`config.mk`:
```
export PLATFORM = sky130hd
export DESIGN_NAME = mem_stage_lsu
export DESIGN_NICKNAME = d
export VERILOG_FILES = /design/src/rtl/mem_stage_lsu.sv
export SDC_FILE = /design/constraint.sdc
export NUM_CORES = 1
export LEC_CHECK = 0
export CAP_MARGIN = 10
export CELL_PAD_IN_SITES_DETAIL_PLACEMENT = 0
export CELL_PAD_IN_SITES_GLOBAL_PLACEMENT = 1
export CORE_ASPECT_RATIO = 2
export CORE_MARGIN = 4
export CORE_UTILIZATION = 31
export CTS_CLUSTER_SIZE = 20
export DETAILED_ROUTE_END_ITERATION = 6
export GPL_TIMING_DRIVEN = 0
export PLACE_DENSITY = 0.79
export SLEW_MARGIN = 15
export SYNTH_ARGS = -nofsm -noshare
export SYNTH_HDL_FRONTEND = slang
export SYNTH_SLANG_ARGS = --single-unit
```
`constraint.sdc`:
```
create_clock -name clk -period 4.7 [get_ports clk]
set_input_delay 1.175 -clock clk [delete_from_list [all_inputs] [get_ports clk]]
set_output_delay 1.175 -clock clk [all_outputs]
set_load 0.02 [all_outputs]
```
`src/rtl/mem_stage_lsu.sv`:
```
// rtl/mem_stage_lsu.sv - MEM-stage load/store unit: bus handshake FSM, lane alignment and MEM/WB register
module mem_stage_lsu #(
  parameter int XLEN   = 32,
  parameter int REG_AW = 5
) (
  input  logic              clk,
  input  logic              reset,
  // EX/MEM pipeline fields
  input  logic              RegWriteM,
  input  logic              MemWriteM,
  input  logic [1:0]        ResultSrcM,
  input  logic [2:0]        funct3M,
  input  logic [XLEN-1:0]   ALUResultM,
  input  logic [XLEN-1:0]   WriteDataM,
  input  logic [REG_AW-1:0] RdM,
  input  logic [XLEN-1:0]   PCPlus4M,
  // data bus request channel
  output logic              req_valid,
  input  logic              req_ready,
  output logic              req_we,
  output logic [XLEN-1:0]   req_addr,
  output logic [XLEN-1:0]   req_wdata,
  output logic [3:0]        req_be,
  // data bus response channel
  input  logic              rsp_valid,
  input  logic [XLEN-1:0]   rsp_rdata,
  // pipeline control
  output logic              stall_o,
  output logic              misalign_o,
  // MEM/WB pipeline register
  output logic              RegWriteW,
  output logic [1:0]        ResultSrcW,
  output logic [XLEN-1:0]   ReadDataW,
  output logic [XLEN-1:0]   ALUResultW,
  output logic [REG_AW-1:0] RdW,
  output logic [XLEN-1:0]   PCPlus4W
);

  typedef enum logic [1:0] {
    IDLE = 2'd0,
    REQ  = 2'd1,
    WAIT = 2'd2
  } state_t;

  state_t state, state_next;

  logic       is_load;
  logic       mem_op;
  logic       size_b;
  logic       size_h;
  logic       size_w;
  logic       misaligned;
  logic [1:0] lane;

  // Classify the access: byte/half by funct3[1:0], every other encoding behaves as a word
  always_comb begin
    lane       = ALUResultM[1:0];
    is_load    = (ResultSrcM == 2'b01);
    mem_op     = MemWriteM | is_load;
    size_b     = (funct3M[1:0] == 2'b00);
    size_h     = (funct3M[1:0] == 2'b01);
    size_w     = !size_b && !size_h;
    misaligned = mem_op & ((size_h & lane[0]) | (size_w & (lane != 2'b00)));
  end

  // Request fields follow EX/MEM directly; the stall keeps them steady for the whole handshake
  always_comb begin
    req_addr  = {ALUResultM[XLEN-1:2], 2'b00};
    req_we    = MemWriteM;
    req_be    = 4'b1111;
    req_wdata = WriteDataM;
    if (size_b) begin
      req_be    = 4'b0001 << lane;
      req_wdata = {4{WriteDataM[7:0]}};
    end else if (size_h) begin
      req_be    = 4'b0011 << {lane[1], 1'b0};
      req_wdata = {2{WriteDataM[15:0]}};
    end
  end

  logic [7:0]      byte_sel;
  logic [15:0]     half_sel;
  logic [XLEN-1:0] load_data;

  // Pick the addressed lane out of the read word and extend it; funct3[2] selects zero-extension
  always_comb begin
    case (lane)
      2'd0:    byte_sel = rsp_rdata[7:0];
      2'd1:    byte_sel = rsp_rdata[15:8];
      2'd2:    byte_sel = rsp_rdata[23:16];
      default: byte_sel = rsp_rdata[31:24];
    endcase
    half_sel = lane[1] ? rsp_rdata[31:16] : rsp_rdata[15:0];
    if (size_b)
      load_data = {{24{~funct3M[2] & byte_sel[7]}}, byte_sel};
    else if (size_h)
      load_data = {{16{~funct3M[2] & half_sel[15]}}, half_sel};
    else
      load_data = rsp_rdata;
  end

  // Bus FSM state register
  always_ff @(posedge clk or posedge reset) begin
    if (reset)
      state <= IDLE;
    else
      state <= state_next;
  end

  // Bus FSM next state, handshake and stall generation
  always_comb begin
    state_next = state;
    req_valid  = 1'b0;
    stall_o    = 1'b0;
    misalign_o = 1'b0;
    case (state)
      IDLE: begin
        if (misaligned) begin
          misalign_o = 1'b1;
        end else if (mem_op) begin
          req_valid  = 1'b1;
          stall_o    = 1'b1;
          state_next = req_ready ? WAIT : REQ;
        end
      end
      REQ: begin
        req_valid = 1'b1;
        stall_o   = 1'b1;
        if (req_ready)
          state_next = WAIT;
      end
      WAIT: begin
        if (rsp_valid)
          state_next = IDLE;
        else
          stall_o = 1'b1;
      end
      default: state_next = IDLE;
    endcase
  end

  logic retire_load;

  // Read data is only captured when a load's response completes; stores ignore rsp_rdata
  always_comb begin
    retire_load = (state == WAIT) & rsp_valid & is_load & ~MemWriteM;
  end

  // MEM/WB register: advance when not stalled, otherwise inject a bubble and hold the rest
  always_ff @(posedge clk or posedge reset) begin
    if (reset) begin
      RegWriteW  <= 1'b0;
      ResultSrcW <= 2'b00;
      ReadDataW  <= '0;
      ALUResultW <= '0;
      RdW        <= '0;
      PCPlus4W   <= '0;
    end else if (stall_o) begin
      RegWriteW <= 1'b0;
    end else begin
      RegWriteW  <= RegWriteM & ~misalign_o;
      ResultSrcW <= ResultSrcM;
      ALUResultW <= ALUResultM;
      RdW        <= RdM;
      PCPlus4W   <= PCPlus4M;
      if (retire_load)
        ReadDataW <= load_data;
    end
  end

endmodule

```
=== After elaboration in Yosys (flattened, before gate mapping) ===
Cells that the tools add are included.

* Register bits: 106
* Bits of input ports: 144
* Output and inout bits: 176
* Word-level logic and storage cells: 65

* Equality and inequality tests: 10
* Shift operators: 2
* Mux-type cells: 22
* Bitwise gates (word level): 15
* Reduce and logical (&&, ||, !) cells: 9

{| class="wikitable"
|+ Operator list
! cell !! number
|-
| 2-to-1 mux 32 bit || 4
|-
| one-hot mux 8 bit (3 select lines) || 1
|-
| 2-to-1 mux 16 bit || 1
|-
| 2-to-1 mux 2 bit || 5
|-
| AND 1 bit || 9
|-
| equality test 2 x 1 -> 1 bit, second input constant || 4
|-
| 2-to-1 mux 4 bit || 2
|-
| inequality test 2 bit, second input constant || 4
|-
| zero test 2 bit || 3
|-
| 2-to-1 mux 1 bit || 6
|-
| one-hot mux 2 bit (3 select lines) || 1
|-
| equality test 2 bit, second input constant || 2
|-
| inverter 1 bit || 4
|-
| AND reduction 4 bit || 1
|-
| << shifter 1 x 2 -> 4 bit, first input constant || 1
|-
| << shifter 2 x 2 -> 4 bit, first input constant || 1
|-
| one-hot mux 1 bit (3 select lines) || 1
|-
| zero test 1 bit || 2
|-
| bitwise OR 1 bit || 2
|-
| one-hot mux 1 bit (2 select lines) || 1
|-
| AND reduction 2 bit || 1
|-
| nonzero test 2 bit || 1
|-
| logical AND 1 bit || 1
|}

=== Longest topological paths before layout ===
* Depth after elaboration: 11
* Gate-level depth with buffers: 7
* Depth with buffers taken out: 4

=== Worst setup path after synthesis ===
No wires, ideal clock.

* Path type: in2out
* From: in ALUResultM[1]
* To: out req_valid
* Arrival: 2383 ps
* Data required time: 3525 ps
* Setup slack: 1142 ps
* Stages on the path: 6
* Buffers on the path: 2
* Cells stage by stage: buf_2 > a21o_1 > a22oi_2 > buf_2 > nor2_1 > nor2_1

* Longest elaborated chain between the ends: 6

{| class="wikitable"
|+ Ends and longest elaborated chain
! element !! RTL line !! text
|-
| start, declared || 13 || <nowiki>input logic [XLEN-1:0] ALUResultM,</nowiki>
|-
| nonzero test 2 bit || 63 || <nowiki>misaligned = mem_op & ((size_h & lane[0]) | (size_w & (lane != 2'b00)));</nowiki>
|-
| AND 1 bit || 63 ||
|-
| bitwise OR 1 bit || 63 ||
|-
| AND 1 bit || 63 ||
|-
| 2-to-1 mux 1 bit || 118 || <nowiki>if (misaligned) begin</nowiki>
|-
| one-hot mux 1 bit (2 select lines) || 116 || <nowiki>case (state)</nowiki>
|-
| end, declared || 18 || <nowiki>output logic req_valid,</nowiki>
|}

Every way passes these cells.

=== Worst setup path in the final report ===
* From: in funct3M[1]
* To: out req_wdata[10]

* Longest elaborated chain between the ends: 2

{| class="wikitable"
|+ Ends and longest elaborated chain
! element !! RTL line !! text
|-
| start, declared || 12 || <nowiki>input logic [2:0] funct3M,</nowiki>
|-
| zero test 2 bit || 60 || <nowiki>size_b = (funct3M[1:0] == 2'b00);</nowiki>
|-
| 2-to-1 mux 32 bit || 72 || <nowiki>if (size_b) begin</nowiki>
|-
| end, declared || 22 || <nowiki>output logic [XLEN-1:0] req_wdata,</nowiki>
|}

Every way passes these cells.

==> out/results.md <==
## Setup path
• output pin — CP Capture Type
• 3520 ps — Crit path required time
• input port — kind of launch point of the worst setup path
• 2410 ps — R2R setup slack
• state[1] — worst r2r src
• 3400 ps — critical path arrival
• ReadDataW[27] — capturing point of the worst reg2reg path
• 5 — cell count of the worst reg-to-reg path
• input port to output pin — critical setup path kind
• 10 — worst-path maximum fanout

## STA
• 0.527 — Max transition margin
• 0 — number of endpoints failing setup at the final stage
• 0 — hold violation count in the final report
• 704 ps — worst slew pin tran
• 11.0 ps — Clock Skew
• 0 — Final Slew Violations
• 0.973 — period utilisation layout
• 478 ps — worst hold margin
• 4570 ps — minimum clock period
• 219 MHz — FMAX
• false — setup repair after global routing missed its margin

## Clocking
• 2 — maximum clock insertion buffer count
• sky130_fd_sc_hd__clkbuf_16 — cell chosen for the clock root
• 9 — total clock buffers created by CTS
• 70 ps — post-CTS clock slew at the launch and capture registers of the worst setup and hold paths
• 106 — clock sink count
• 370 ps — clock insertion delay at the later pin of the skew report
• 3 — total number of H-tree levels
• 0 — Hold Buf Count CTS
• built — clock tree from TritonCTS

## Global route
• 7,914 — number of global-route vias before repair
• 57 — maximum number of pins on one net before global-route repair
• 0 — total congestion overflow
• 46.7 mm — global-route wire length before repair
• 2 — antenna violations before repair
• 0.235 — Total GRT Usage

## Place
• 24.2 mm — Detail Placement HPWL
• 315 — buffers added on ports
• 0.858 — global placement routability congestion
• 0.0107 sq mm — instance area at placement

## Yosys
• sky130_fd_sc_hd__dfrtp_1 — largest area contributor in the synthesized netlist
• 0 — number of warning messages in the yosys log
• 106 — flip-flop and latch count after synthesis
• 42 — number of distinct library cell variants in the gate-level netlist after synthesis
• 0.00717 sq mm — area of the mapped netlist
• sky130_fd_sc_hd__dfrtp_1 — Most used DFF post-synth
• 0.370 — area share of the largest cell type after synthesis
• 9.07 sq um — per-instance average area after synthesis
• 1.00 — async set or reset register ratio after synthesis
• sky130_fd_sc_hd__dfrtp_1 (37%), sky130_fd_sc_hd__mux2i_1 (12%), sky130_fd_sc_hd__o221ai_1 (8.7%) — top cells by area, synth
• 0.370 — portion of the post-synthesis area used by sequential elements
• 790 — cells after synthesis
• 0 — number of flops mapped to enable cells by yosys

## Die
• 116 um — die extent in x
• 0.0227 sq mm — Core Footprint
• 223 um — die height
• 0.315 — effective utilization at floorplan
• 78 — num rows
• 320 — Top Ports
• 0.0258 sq mm — die area

## Finish
• 0.103 — ratio of cells with drive above 1 in the final layout
• sky130_fd_sc_hd__clkdlybuf4s50_1 (313), sky130_fd_sc_hd__dfrtp_1 (106), sky130_fd_sc_hd__nand2_1 (106) — commonest non-fill, non-tap cells in the layout
• 0.0110 sq mm — final instance area
• 54.0% — area growth from synthesis to layout
• 1,263 — net total in the final layout
• sky130_fd_sc_hd__clkdlybuf4s50_1 — most common cell after layout, fill and taps aside
• 0.485 — final design utilization

## Power and ir drop
• 433 mW/mm^2 — power density cells
• 0.264 mV — Peak supply drop
• 4.22 nW — static power due to leakage

## Routing
• 0 — antenna viol nets, final
• 22.1 um — average wire per standard cell
• 5.60 — post-detailed-route via-to-cell ratio
• 0 — Remaining DRCs
• 7,872 — via total after detailed routing
• 483 — 1st-iter DRT viols
• 31.1 mm — total length of routed wires
• 6 — length of the first detailed-routing pass in iterations

## Worst hold path
• ReadDataW[4] — destination of the worst hold path
• 2 — number of instances on the worst hold path
• ReadDataW[4] — worst hold path startpoint
• flip-flop to flip-flop — Hold/Removal Path Class

## Outcome
• finished, final reports clean — outcome

## Run
• 0 — number of maximum-capacitance constraint violations

==> registers in the layout, indices dropped and copies added (netlist names) <==
name	cells
ResultSrcW	2
RdW	5
ReadDataW	32
state	2
ALUResultW	32
PCPlus4W	32
RegWriteW	1
==> layout make-up <==
class / instances / area (sq um)
flip-flops and latches: 106 / 2650
plain buffers: 124 / 661
diodes: 2 / 5.00
clock inverters: 6 / 73.8
multi-input cells: 555 / 3840
inverters: 6 / 27.5
repair buffers: 317 / 3190
clock buffers: 10 / 239
well taps: 280 / 350
fillers: 2210 / 11700
==> how the worst max path moves through the flow <==
stage	startpoint	slack, ps	endpoint	cells past startpoint
after global routing	funct3M[0]	50	req_wdata[29]	6
after detailed placement	funct3M[1]	-500	req_valid	8
final	funct3M[1]	130	req_wdata[10]	5
after CTS	funct3M[1]	70	req_be[1]	5
after floorplan	reset	740	ALUResultW[0]	1
after global placement	reset	-1390	PCPlus4W[0]	2
==> worst max-delay path, stage by stage <==
cell	delay, ps
sky130_fd_sc_hd__clkdlybuf4s50_1	520
sky130_fd_sc_hd__clkbuf_2	280
sky130_fd_sc_hd__nor2_2	460
sky130_fd_sc_hd__mux2_2	390
sky130_fd_sc_hd__clkdlybuf4s50_1	570
==> where the power goes <==
part | switching, mW | internal [mW]
Combinational | 1.29 | 1.15
Sequential | 0.289 | 1.23
Clock | 0.390 | 0.435
Total | 1.97 | 2.81
==> synthesized netlist by cell type (4+ instances only) <==
cell / n
sky130_fd_sc_hd__buf_2: 26
sky130_fd_sc_hd__inv_1: 5
sky130_fd_sc_hd__mux2_2: 16
sky130_fd_sc_hd__a22o_1: 8
sky130_fd_sc_hd__a221oi_1: 7
sky130_fd_sc_hd__nand2_1: 106
sky130_fd_sc_hd__o32ai_1: 69
sky130_fd_sc_hd__a22oi_1: 10
sky130_fd_sc_hd__o221ai_1: 71
sky130_fd_sc_hd__mux2i_1: 85
sky130_fd_sc_hd__buf_4: 42
sky130_fd_sc_hd__clkbuf_1: 52
sky130_fd_sc_hd__a21oi_1: 96
sky130_fd_sc_hd__nor2_1: 37
sky130_fd_sc_hd__dfrtp_1: 106
sky130_fd_sc_hd__buf_1: 4
sky130_fd_sc_hd__o21ai_0: 19
==> cell families (layout without fill, tap and decap cells) <==
family	after synthesis	in the layout	share of synthesized area
AO/OA/AOI/OAI	292	292	0.295
buffers and inverters	130	463	0.0946
flip-flops	106	106	0.370
multiplexers	103	103	0.150
other	1	4	0.000523
AND/OR/NAND/NOR	158	158	0.0894
==> layer usage <==
layer | part of all wire | track usage | routed length (um) | vias up
met4 | 0.050 | 0.115 | 1550 | 0
met2 | 0.56 | 0.448 | 17200 | 366
li1 | - | - | - | 3659
met1 | 0.33 | 0.236 | 10400 | 3782
met5 | 0 | 0 | 0 | -
met3 | 0.062 | 0.0410 | 1910 | 65
==> repair_timing <==
item | in CTS | in global routing
resized for setup | 6 | 2
endpoints found under the setup margin | 20 | 1
setup buffers | 1 | 0
pin swaps | 1 | 0
==> through the flow <==
stage | cells | TNS (ps) | setup WS [ps] | power [mW]
final | 1406 | 0 | 127 | 4.78
after global placement | 1386 | -149280 | -1390 | 3.95
after detailed placement | 1387 | -3160 | -500 | 3.98
after floorplan | 791 | 0 | 736 | 2.76
after CTS | 1404 | 0 | 70.6 | 4.82
after global routing | 1406 | 0 | 48.0 | 5.04
Note: power is estimated with default switching activity, not from simulation.
